### src/rtl/timer_pkg.sv
// Shared encodings and defaults for the MM:SS countdown timer control block.
// State encoding is exposed on the debug LEDs, so the numeric values are fixed.
package timer_pkg;

    localparam logic [1:0] ST_IDLE  = 2'd0;
    localparam logic [1:0] ST_RUN   = 2'd1;
    localparam logic [1:0] ST_PAUSE = 2'd2;
    localparam logic [1:0] ST_DONE  = 2'd3;

    typedef enum logic [1:0] {
        IDLE  = ST_IDLE,
        RUN   = ST_RUN,
        PAUSE = ST_PAUSE,
        DONE  = ST_DONE
    } state_t;

    localparam int CLK_HZ_DEFAULT       = 50_000_000;
    localparam int DEBOUNCE_CYC_DEFAULT = 1_000_000;
    localparam int BLINK_CYC_DEFAULT    = 25_000_000;

    // Largest number of minutes a single add press may request.
    localparam logic [3:0] ADD_MIN_MAX = 4'd9;

    function automatic logic [3:0] clamp_minutes(input logic [3:0] sw);
        return (sw > ADD_MIN_MAX) ? ADD_MIN_MAX : sw;
    endfunction

endpackage

### src/rtl/key_debounce.sv
// Debounces one raw active-low key and emits a 1-cycle pulse on each accepted press.
// Latency: DEBOUNCE_CYC+3 cycles from a stable raw edge to the press pulse.
// No backpressure: the pulse is fire-and-forget; releases produce no event.
module key_debounce #(
    parameter int DEBOUNCE_CYC = 1_000_000
) (
    input  logic Clock,
    input  logic Reset,
    input  logic key_raw,
    output logic press
);

    localparam int CW = $clog2(DEBOUNCE_CYC + 1);
    localparam logic [CW-1:0] CNT_LAST = CW'(DEBOUNCE_CYC - 1);

    logic          sync_a;
    logic          sync_b;
    logic          level;
    logic          level_prev;
    logic [CW-1:0] stable_cnt;

    always_ff @(posedge Clock or posedge Reset) begin
        if (Reset) begin
            sync_a     <= 1'b1;
            sync_b     <= 1'b1;
            level      <= 1'b1;
            level_prev <= 1'b1;
            stable_cnt <= '0;
            press      <= 1'b0;
        end else begin
            sync_a     <= key_raw;
            sync_b     <= sync_a;
            level_prev <= level;
            press      <= level_prev & ~level;
            // Any sample matching the accepted level restarts the stability window.
            if (sync_b == level) begin
                stable_cnt <= '0;
            end else if (stable_cnt == CNT_LAST) begin
                stable_cnt <= '0;
                level      <= sync_b;
            end else begin
                stable_cnt <= stable_cnt + 1'b1;
            end
        end
    end

endmodule

### src/rtl/timer_ctrl.sv
// Countdown timer control: key events, 1 Hz prescaler, expiry blink and datapath strobes.
// Latency: every strobe and state change is registered one cycle after its causing event.
// No backpressure: the digit datapath must accept each 1-cycle strobe as issued.
module timer_ctrl
    import timer_pkg::*;
#(
    parameter int CLK_HZ       = CLK_HZ_DEFAULT,
    parameter int DEBOUNCE_CYC = DEBOUNCE_CYC_DEFAULT,
    parameter int BLINK_CYC    = BLINK_CYC_DEFAULT
) (
    input  logic       Clock,
    input  logic       Reset,
    input  logic [1:0] KEY,
    input  logic [3:0] Switch,
    input  logic       cnt_zero,
    output logic       cnt_dec,
    output logic       cnt_add,
    output logic [3:0] cnt_add_val,
    output logic       cnt_clr,
    output logic       blank,
    output logic       running,
    output logic [1:0] state
);

    localparam int PW = $clog2(CLK_HZ);
    localparam int BW = $clog2(BLINK_CYC);
    localparam logic [PW-1:0] PRESC_LAST = PW'(CLK_HZ - 1);
    localparam logic [BW-1:0] BLINK_LAST = BW'(BLINK_CYC - 1);

    logic start_evt;
    logic add_press;
    logic add_evt;

    key_debounce #(.DEBOUNCE_CYC(DEBOUNCE_CYC)) u_key_start (
        .Clock   (Clock),
        .Reset   (Reset),
        .key_raw (KEY[0]),
        .press   (start_evt)
    );

    key_debounce #(.DEBOUNCE_CYC(DEBOUNCE_CYC)) u_key_add (
        .Clock   (Clock),
        .Reset   (Reset),
        .key_raw (KEY[1]),
        .press   (add_press)
    );

    // Start/stop wins a same-cycle collision; the add press is discarded.
    assign add_evt = add_press & ~start_evt;

    state_t        state_q, state_d;
    logic [PW-1:0] presc_q, presc_d;
    logic [BW-1:0] blink_q, blink_d;
    logic          blank_d;
    logic          dec_d;
    logic          add_d;
    logic          clr_d;
    logic [3:0]    add_val_d;
    logic          running_d;
    logic          tick;

    assign tick  = (presc_q == PRESC_LAST);
    assign state = state_q;

    always_ff @(posedge Clock or posedge Reset) begin
        if (Reset) begin
            state_q     <= IDLE;
            presc_q     <= '0;
            blink_q     <= '0;
            blank       <= 1'b0;
            cnt_dec     <= 1'b0;
            cnt_add     <= 1'b0;
            cnt_clr     <= 1'b0;
            cnt_add_val <= 4'd0;
            running     <= 1'b0;
        end else begin
            state_q     <= state_d;
            presc_q     <= presc_d;
            blink_q     <= blink_d;
            blank       <= blank_d;
            cnt_dec     <= dec_d;
            cnt_add     <= add_d;
            cnt_clr     <= clr_d;
            cnt_add_val <= add_val_d;
            running     <= running_d;
        end
    end

    always_comb begin
        state_d   = state_q;
        presc_d   = presc_q;
        blink_d   = blink_q;
        blank_d   = blank;
        dec_d     = 1'b0;
        add_d     = 1'b0;
        clr_d     = 1'b0;
        add_val_d = cnt_add_val;

        case (state_q)
            IDLE: begin
                blank_d = 1'b0;
                if (start_evt) begin
                    // Starting an empty timer is silently ignored.
                    if (!cnt_zero) begin
                        state_d = RUN;
                        presc_d = '0;
                    end
                end else if (add_evt) begin
                    add_d     = 1'b1;
                    add_val_d = clamp_minutes(Switch);
                end
            end

            RUN: begin
                // Expiry outranks the tick so 00:00 is never decremented.
                if (cnt_zero) begin
                    state_d = DONE;
                    blink_d = '0;
                    blank_d = 1'b1;
                end else if (start_evt) begin
                    state_d = PAUSE;
                end else begin
                    presc_d = tick ? '0 : presc_q + 1'b1;
                    dec_d   = tick;
                end
            end

            PAUSE: begin
                if (start_evt) begin
                    state_d = RUN;
                end else if (add_evt) begin
                    add_d     = 1'b1;
                    add_val_d = clamp_minutes(Switch);
                end
            end

            DONE: begin
                if (start_evt) begin
                    state_d = IDLE;
                    clr_d   = 1'b1;
                    blank_d = 1'b0;
                end else if (add_evt) begin
                    state_d   = IDLE;
                    add_d     = 1'b1;
                    add_val_d = clamp_minutes(Switch);
                    blank_d   = 1'b0;
                end else if (blink_q == BLINK_LAST) begin
                    blink_d = '0;
                    blank_d = ~blank;
                end else begin
                    blink_d = blink_q + 1'b1;
                end
            end

            default: begin
                state_d = IDLE;
            end
        endcase

        running_d = (state_d == RUN);
    end

endmodule

### config.mk
export PLATFORM = sky130hd
export DESIGN_NAME = timer_ctrl
export DESIGN_NICKNAME = d
export VERILOG_FILES = /design/src/rtl/timer_pkg.sv /design/src/rtl/key_debounce.sv /design/src/rtl/timer_ctrl.sv
export SDC_FILE = /design/constraint.sdc
export NUM_CORES = 1
export LEC_CHECK = 0
export CAP_MARGIN = 20
export CORE_MARGIN = 5
export CORE_UTILIZATION = 45
export DETAILED_ROUTE_END_ITERATION = 8
export GPL_TIMING_DRIVEN = 0
export PLACE_DENSITY = 0.6
export RECOVER_POWER = 50
export SYNTH_ARGS = -nofsm -noshare
export SYNTH_HDL_FRONTEND = slang
export SYNTH_HIERARCHICAL = 1
export SYNTH_SLANG_ARGS = --single-unit
### constraint.sdc
create_clock -name Clock -period 4.3 [get_ports Clock]
set_input_delay 0.645 -clock Clock [delete_from_list [all_inputs] [get_ports Clock]]
set_output_delay 0.645 -clock Clock [all_outputs]
set_load 0.02 [all_outputs]
### After elaboration in Yosys (flattened, before gate mapping)

Index checks and enable logic that the tools add are counted.

| word-level totals | value |
|---|---|
| input bits | 9 |
| output and inout port bits | 11 |
| memory bits (read-only) | 0 |
| RAM bits | 0 |
| register bits after elaboration | 112 |
| memories | 0 |
| logic and storage cells | 101 |
| bits in latches | 0 |

| operators by class | value |
|---|---|
| bitwise operators | 9 |
| divide/modulo/power cells | 0 |
| reductions and logical operators | 11 |
| multiply operators | 0 |
| order comparisons | 1 |
| shift operators | 0 |
| add/subtract/negate cells | 4 |
| eq/ne operators | 18 |
| muxes and demuxes | 37 |

Operators with widths:

| kind | number |
|---|---|
| $mux 26 | 5 |
| $mux 25 | 4 |
| $mux 20 | 4 |
| $pmux 26 s2 | 1 |
| $pmux 25 s2 | 1 |
| $add 20x1->20 const B | 2 |
| $eq 20x20->1 const B | 2 |
| $add 26x1->26 const B | 1 |
| $eq 26x26->1 const B | 1 |
| $add 25x1->25 const B | 1 |
| $eq 25x25->1 const B | 1 |
| $mux 2 | 7 |
| $mux 1 | 12 |
| $ne 2x2->1 const B | 6 |
| $pmux 2 s4 | 1 |
| $not 1->1 | 6 |
| $reduce_and 3->1 | 2 |
| $reduce_and 5->1 | 1 |
| $eq 2x1->1 const B | 2 |
| $eq 2x2->1 const B | 2 |
| $gt 4x4->1 const B | 1 |
| $mux 4 | 1 |
| $ne 4x3->1 const B | 1 |
| $reduce_and 2->1 | 2 |
| 9 further kinds | 13 |

### Longest topological paths before layout

| depth | value |
|---|---|
| depth after elaboration | 6 |
| gate-level depth with buffers | 8 |
| depth with buffers taken out | 6 |

### Hierarchy

The synthesis kept the hierarchy.

Modules (own cells, without submodules):

| module | area each (um^2) | times used | seq. area each (um^2) | cells each |
|---|---|---|---|---|
| timer_ctrl | 3469.6 | 1 | 1551.5 | 375 |
| key_debounce | 1211.2 | 2 | 630.6 | 111 |

### Worst setup path before layout

OpenSTA, ideal clock, no wires.

| timing path | value |
|---|---|
| path kind | in2reg |
| from | input port cnt_zero |
| to | register blink_q[3] |
| cell stages on the path | 5 |
| library setup time | 83 ps |
| data required time | 4217 ps |
| buffers on the path | 1 |
| setup slack | 2418 ps |
| data arrival time | 1800 ps |
| path through | nor2b_1 -> o21ai_1 -> clkbuf_1 -> or4_1 -> o21ai_0 |

| between the ends | value |
|---|---|
| longest elaborated chain between the ends | 2 |

Ends and longest elaborated chain:

| item | line | source |
|---|---|---|
| from (decl) | timer_ctrl.sv:15 | `input logic cnt_zero,` |
| $ne 2x2->1 (no line) | -- |  |
| $reduce_and 4->1 (no line) | -- |  |
| to (signal assigned) | timer_ctrl.sv:79 | `blink_q <= blink_d;` |
| to (decl) | timer_ctrl.sv:53 | `logic [BW-1:0] blink_q, blink_d;` |

Every way passes these cells.
A chain may end at the register's enable or synchronous reset.

### Final worst setup path

| timing path | value |
|---|---|
| from | input port cnt_zero |
| to | register blink_q[21] |

The elaborated chain is that of the path after synthesis.

==> impl_metrics.sql <==
INSERT INTO impl_metrics (metric_group, metric, value, unit) VALUES
('outcome', 'result_of_the_run', 'finished clean', ''),
('worst_setup_path', 'critical_path_arrival', '2.76', 'ns'),
('worst_setup_path', 'worst_setup_path_start_kind', 'primary input', ''),
('logic_synthesis', 'syn_nets', '610', ''),
('global_route', 'grt_first_pass_wirelength', '21870', 'um'),
('cts', 'numCtsBuffers', '9', ''),
('detailed_routing', 'drc_viols', '0', ''),
('power', 'pwr_density_cell', '302.4', 'nW/um^2'),
('global_route', 'grt-ovfl-total', '0', ''),
('logic_synthesis', 'avg_synthesized_cell_area', '9.869', 'sq um'),
('floorplan', 'placement_rows', '41', ''),
('logic_synthesis', 'netlist_area', '5892', 'sq um'),
('worst_setup_path', 'timing.rr.end', 'presc_q[20]', ''),
('floorplan', 'starting_density_of_the_core', '0.4631', ''),
('floorplan', 'std_cell_core_area', '12720', 'sq um'),
('detailed_routing', 'pre_repair_dr_iteration_count', '5', ''),
('sta', 'hold_violations', '0', ''),
('worst_setup_path', 'critical_path_required', '4.54', 'ns'),
('logic_synthesis', 'synth_sequential_area_ratio', '0.4774', ''),
('cts', 'cts-resized-gates', '0', ''),
('cells_and_area', 'post-route-util', '0.5191', ''),
('worst_hold_path', 'hold_depth', '0', ''),
('detailed_routing', 'dr_total_vias', '4609', ''),
('worst_setup_path', 'worstPathMaxFanout', '10', ''),
('sta', 'achievable_frequency', '0.3968', 'GHz'),
('logic_synthesis', 'synth-main-ff-cell', 'sky130_fd_sc_hd__dfrtp_1', ''),
('sta', 'grt_setup_unrepaired', 'no', ''),
('cts', 'clockBufferDepth', '2', ''),
('sta', 'layout_worst_path_cycle_share', '0.5860', ''),
('sta', 'fin_crit', '2.520', 'ns'),
('sta', 'maxSlewHeadroom', '0.2253', ''),
('logic_synthesis', 'yosys.cell_count.top_type', 'sky130_fd_sc_hd__dfrtp_1', ''),
('worst_setup_path', 'criticalPathCategory', 'in2reg', ''),
('cts', 'clock_sinks', '112', ''),
('cts', 'clkLatencyLatePin', '0.36', 'ns'),
('sta', 'fin_worst_skew', '0.006355', 'ns'),
('global_route', 'grt_antenna_before_repair', '0', ''),
('job', 'drv_cap', '0', ''),
('place', 'dp_hpwl', '8582', 'um'),
('logic_synthesis', 'yosysWarnings', '6', ''),
('detailed_routing', 'route.detailed.vias_per_inst', '5.725', ''),
('logic_synthesis', 'synth_cells', '597', ''),
('cts', 'clkTransAtPathRegs', '0.07', 'ns'),
('logic_synthesis', 'synth_enable_flop_cells', '0', ''),
('sta', 'report.final.slew_viol_count', '0', ''),
('logic_synthesis', 'synth_top_cells_by_area', 'sky130_fd_sc_hd__dfrtp_1 44%, sky130_fd_sc_hd__nor2_1 3.8%, sky130_fd_sc_hd__xnor2_1 3.7%, sky130_fd_sc_hd__nand2_1 3.7%, sky130_fd_sc_hd__dfstp_2 3.6%', ''),
('cts', 'tritoncts', 'built', ''),
('cts', 'post_cts.repair.setup_buffers', '0', ''),
('detailed_routing', 'detailed_route_wire_length_per_cell', '15.40', 'um'),
('cells_and_area', 'final_layout_size_suffix_gt1_frac', '0.1090', ''),
('worst_setup_path', 'critPathCaptureType', 'flop', ''),
('cells_and_area', 'fill_cells', '1189', ''),
('global_route', 'first_global_vias', '4459', ''),
('logic_synthesis', 'yosys.area.top_type_share', '0.4417', ''),
('logic_synthesis', 'yosys.cell_types.count', '66', ''),
('worst_hold_path', 'worst_hold_endpoint', 'u_key_start/sync_b', ''),
('cells_and_area', 'area.growth.synth_to_final', '12.08', '%'),
('power', 'leakage', '2.713', 'nW'),
('floorplan', 'die_span_in_x', '124.4', 'um'),
('global_route', 'grt_max_degree', '36', ''),
('cells_and_area', 'antennaDiodeCount', '0', ''),
('logic_synthesis', 'leading_area_contributor_after_synthesis', 'sky130_fd_sc_hd__dfrtp_1', ''),
('sta', 'setup_total_negative_slack', '0', 'ns'),
('floorplan', 'chipHeight', '124.4', 'um'),
('cells_and_area', 'fin_nets', '641', ''),
('floorplan', 'design.die.area', '15480', 'sq um'),
('cts', 'cts_htree_levels', '3', ''),
('worst_setup_path', 'worst_r2r_startpoint', 'presc_q[12]', ''),
('worst_hold_path', 'hold_path_class', 'reg2reg', ''),
('logic_synthesis', 'netlist_top_cells_count', '104 x sky130_fd_sc_hd__dfrtp_1, 59 x sky130_fd_sc_hd__nor2_1, 58 x sky130_fd_sc_hd__nand2_1', ''),
('cts', 'holdBufCountCts', '0', '');
## sequential cells by signal, indices dropped and copies added, names as in the netlist, 2 cells and up
| register | flops |
|---|---|
| u_key_add/stable_cnt | 20 |
| blink_q | 25 |
| presc_q | 26 |
| u_key_start/stable_cnt | 20 |
| cnt_add_val | 4 |
| state | 2 |
## routing by layer
metal / global-route usage / wire, um / vias up
li1: - / - / 2267
met1: 0.2313 / 6057 / 2250
met2: 0.2595 / 5714 / 74
met3: 0.03688 / 412 / 18
met4: 0.05803 / 210 / 0
met5: 0 / 0 / -
## cell families (layout without fill, tap and decap cells)
logic type      Yosys count  count (layout)  synth area share
flops                   112             112            0.4774
mux                       7               7           0.01274
xor+xnor                 39              39           0.05797
buf+inv                  35              71           0.02867
simple gates            286             286            0.2790
compound gates          114             114            0.1357
fa+ha+maj                 4               4          0.008495
## per-stage QoR
stage / setup slack [ns] / cell area, sq um / hold WS, ns / instances / power, W
2_1_floorplan: 2.114 / 5892 / 0.3452 / 597 / 0.001160
3_3_place_gp: 0.8259 / 6297 / 0.3474 / 788 / 0.001191
3_5_place_dp: 1.517 / 6317 / 0.3475 / 789 / 0.001196
4_1_cts: 1.884 / 6610 / 0.3585 / 805 / 0.002031
5_1_grt: 1.666 / 6604 / 0.3639 / 805 / 0.002087
6_report: 1.780 / 6604 / 0.3568 / 805 / 0.001997
## critical path: stages
cell                            delay [ns]
sky130_fd_sc_hd__dlygate4sd3_1        0.66
sky130_fd_sc_hd__nor2b_1              0.36
sky130_fd_sc_hd__o21ai_1              0.18
sky130_fd_sc_hd__clkbuf_1             0.29
sky130_fd_sc_hd__buf_2                0.28
sky130_fd_sc_hd__nor2_4               0.26
sky130_fd_sc_hd__nor2_1               0.08
## how the worst max path moves through the flow
stage | from | endpoint | slack, ns | cells after the start
2_1_floorplan | Reset | blank | 2.11 | 1
3_3_place_gp | Reset | blink_q[14] | 0.83 | 2
3_5_place_dp | cnt_zero | blink_q[24] | 1.52 | 7
4_1_cts | cnt_zero | blink_q[19] | 1.88 | 7
5_1_grt | cnt_zero | blink_q[20] | 1.67 | 7
6_report | cnt_zero | blink_q[21] | 1.78 | 7
## where the power goes
group,internal (W),switching (W),leakage (nW)
combinational,0.0000343,0.0000580,1.07
sequential,0.00107,0.0000128,1.50
clock,0.000433,0.000392,0.141
total,0.00153,0.000463,2.71
## cell type report
cell class                 instances  area (sq um)  share of cell area
multi-input combinational        450          2905              0.4399
sequential                       112          2813              0.4259
clock inverter                     4         36.28            0.005495
timing repair buffer              20         210.2             0.03183
clock buffer                      12         256.5             0.03884
inverter                          17         63.81            0.009663
buffer                            18         103.9             0.01573
tap                              172         215.2             0.03259
## cells in the final DEF, fill, tap and decap left out, drive strengths merged, types with 2 or more instances in the layout
cell type and instances:
and3 15, dfstp 8, or4 8, a22o 7
buf 13, and2 3, nand2b 8, o21a 2
or3 9, nor4 20, dfrtp 104, xnor2 25
ha 4, nor4b 8, clkdlybuf4s50 15, o31ai 5
inv 19, nor3 12, a31oi 19, nor2 61
mux2 4, nand2 58, nand4 25, nor3b 3
o21ai 27, dlygate4sd3 4, a41oi 6, mux2i 3
o21bai 2, nand3 31, nor2b 7, a21o 6
nand3b 4, clkbuf 18, nand4b 2, o41ai 4
xor2 14, and4 11, a21oi 27
Power figures use the tool's default switching activity.
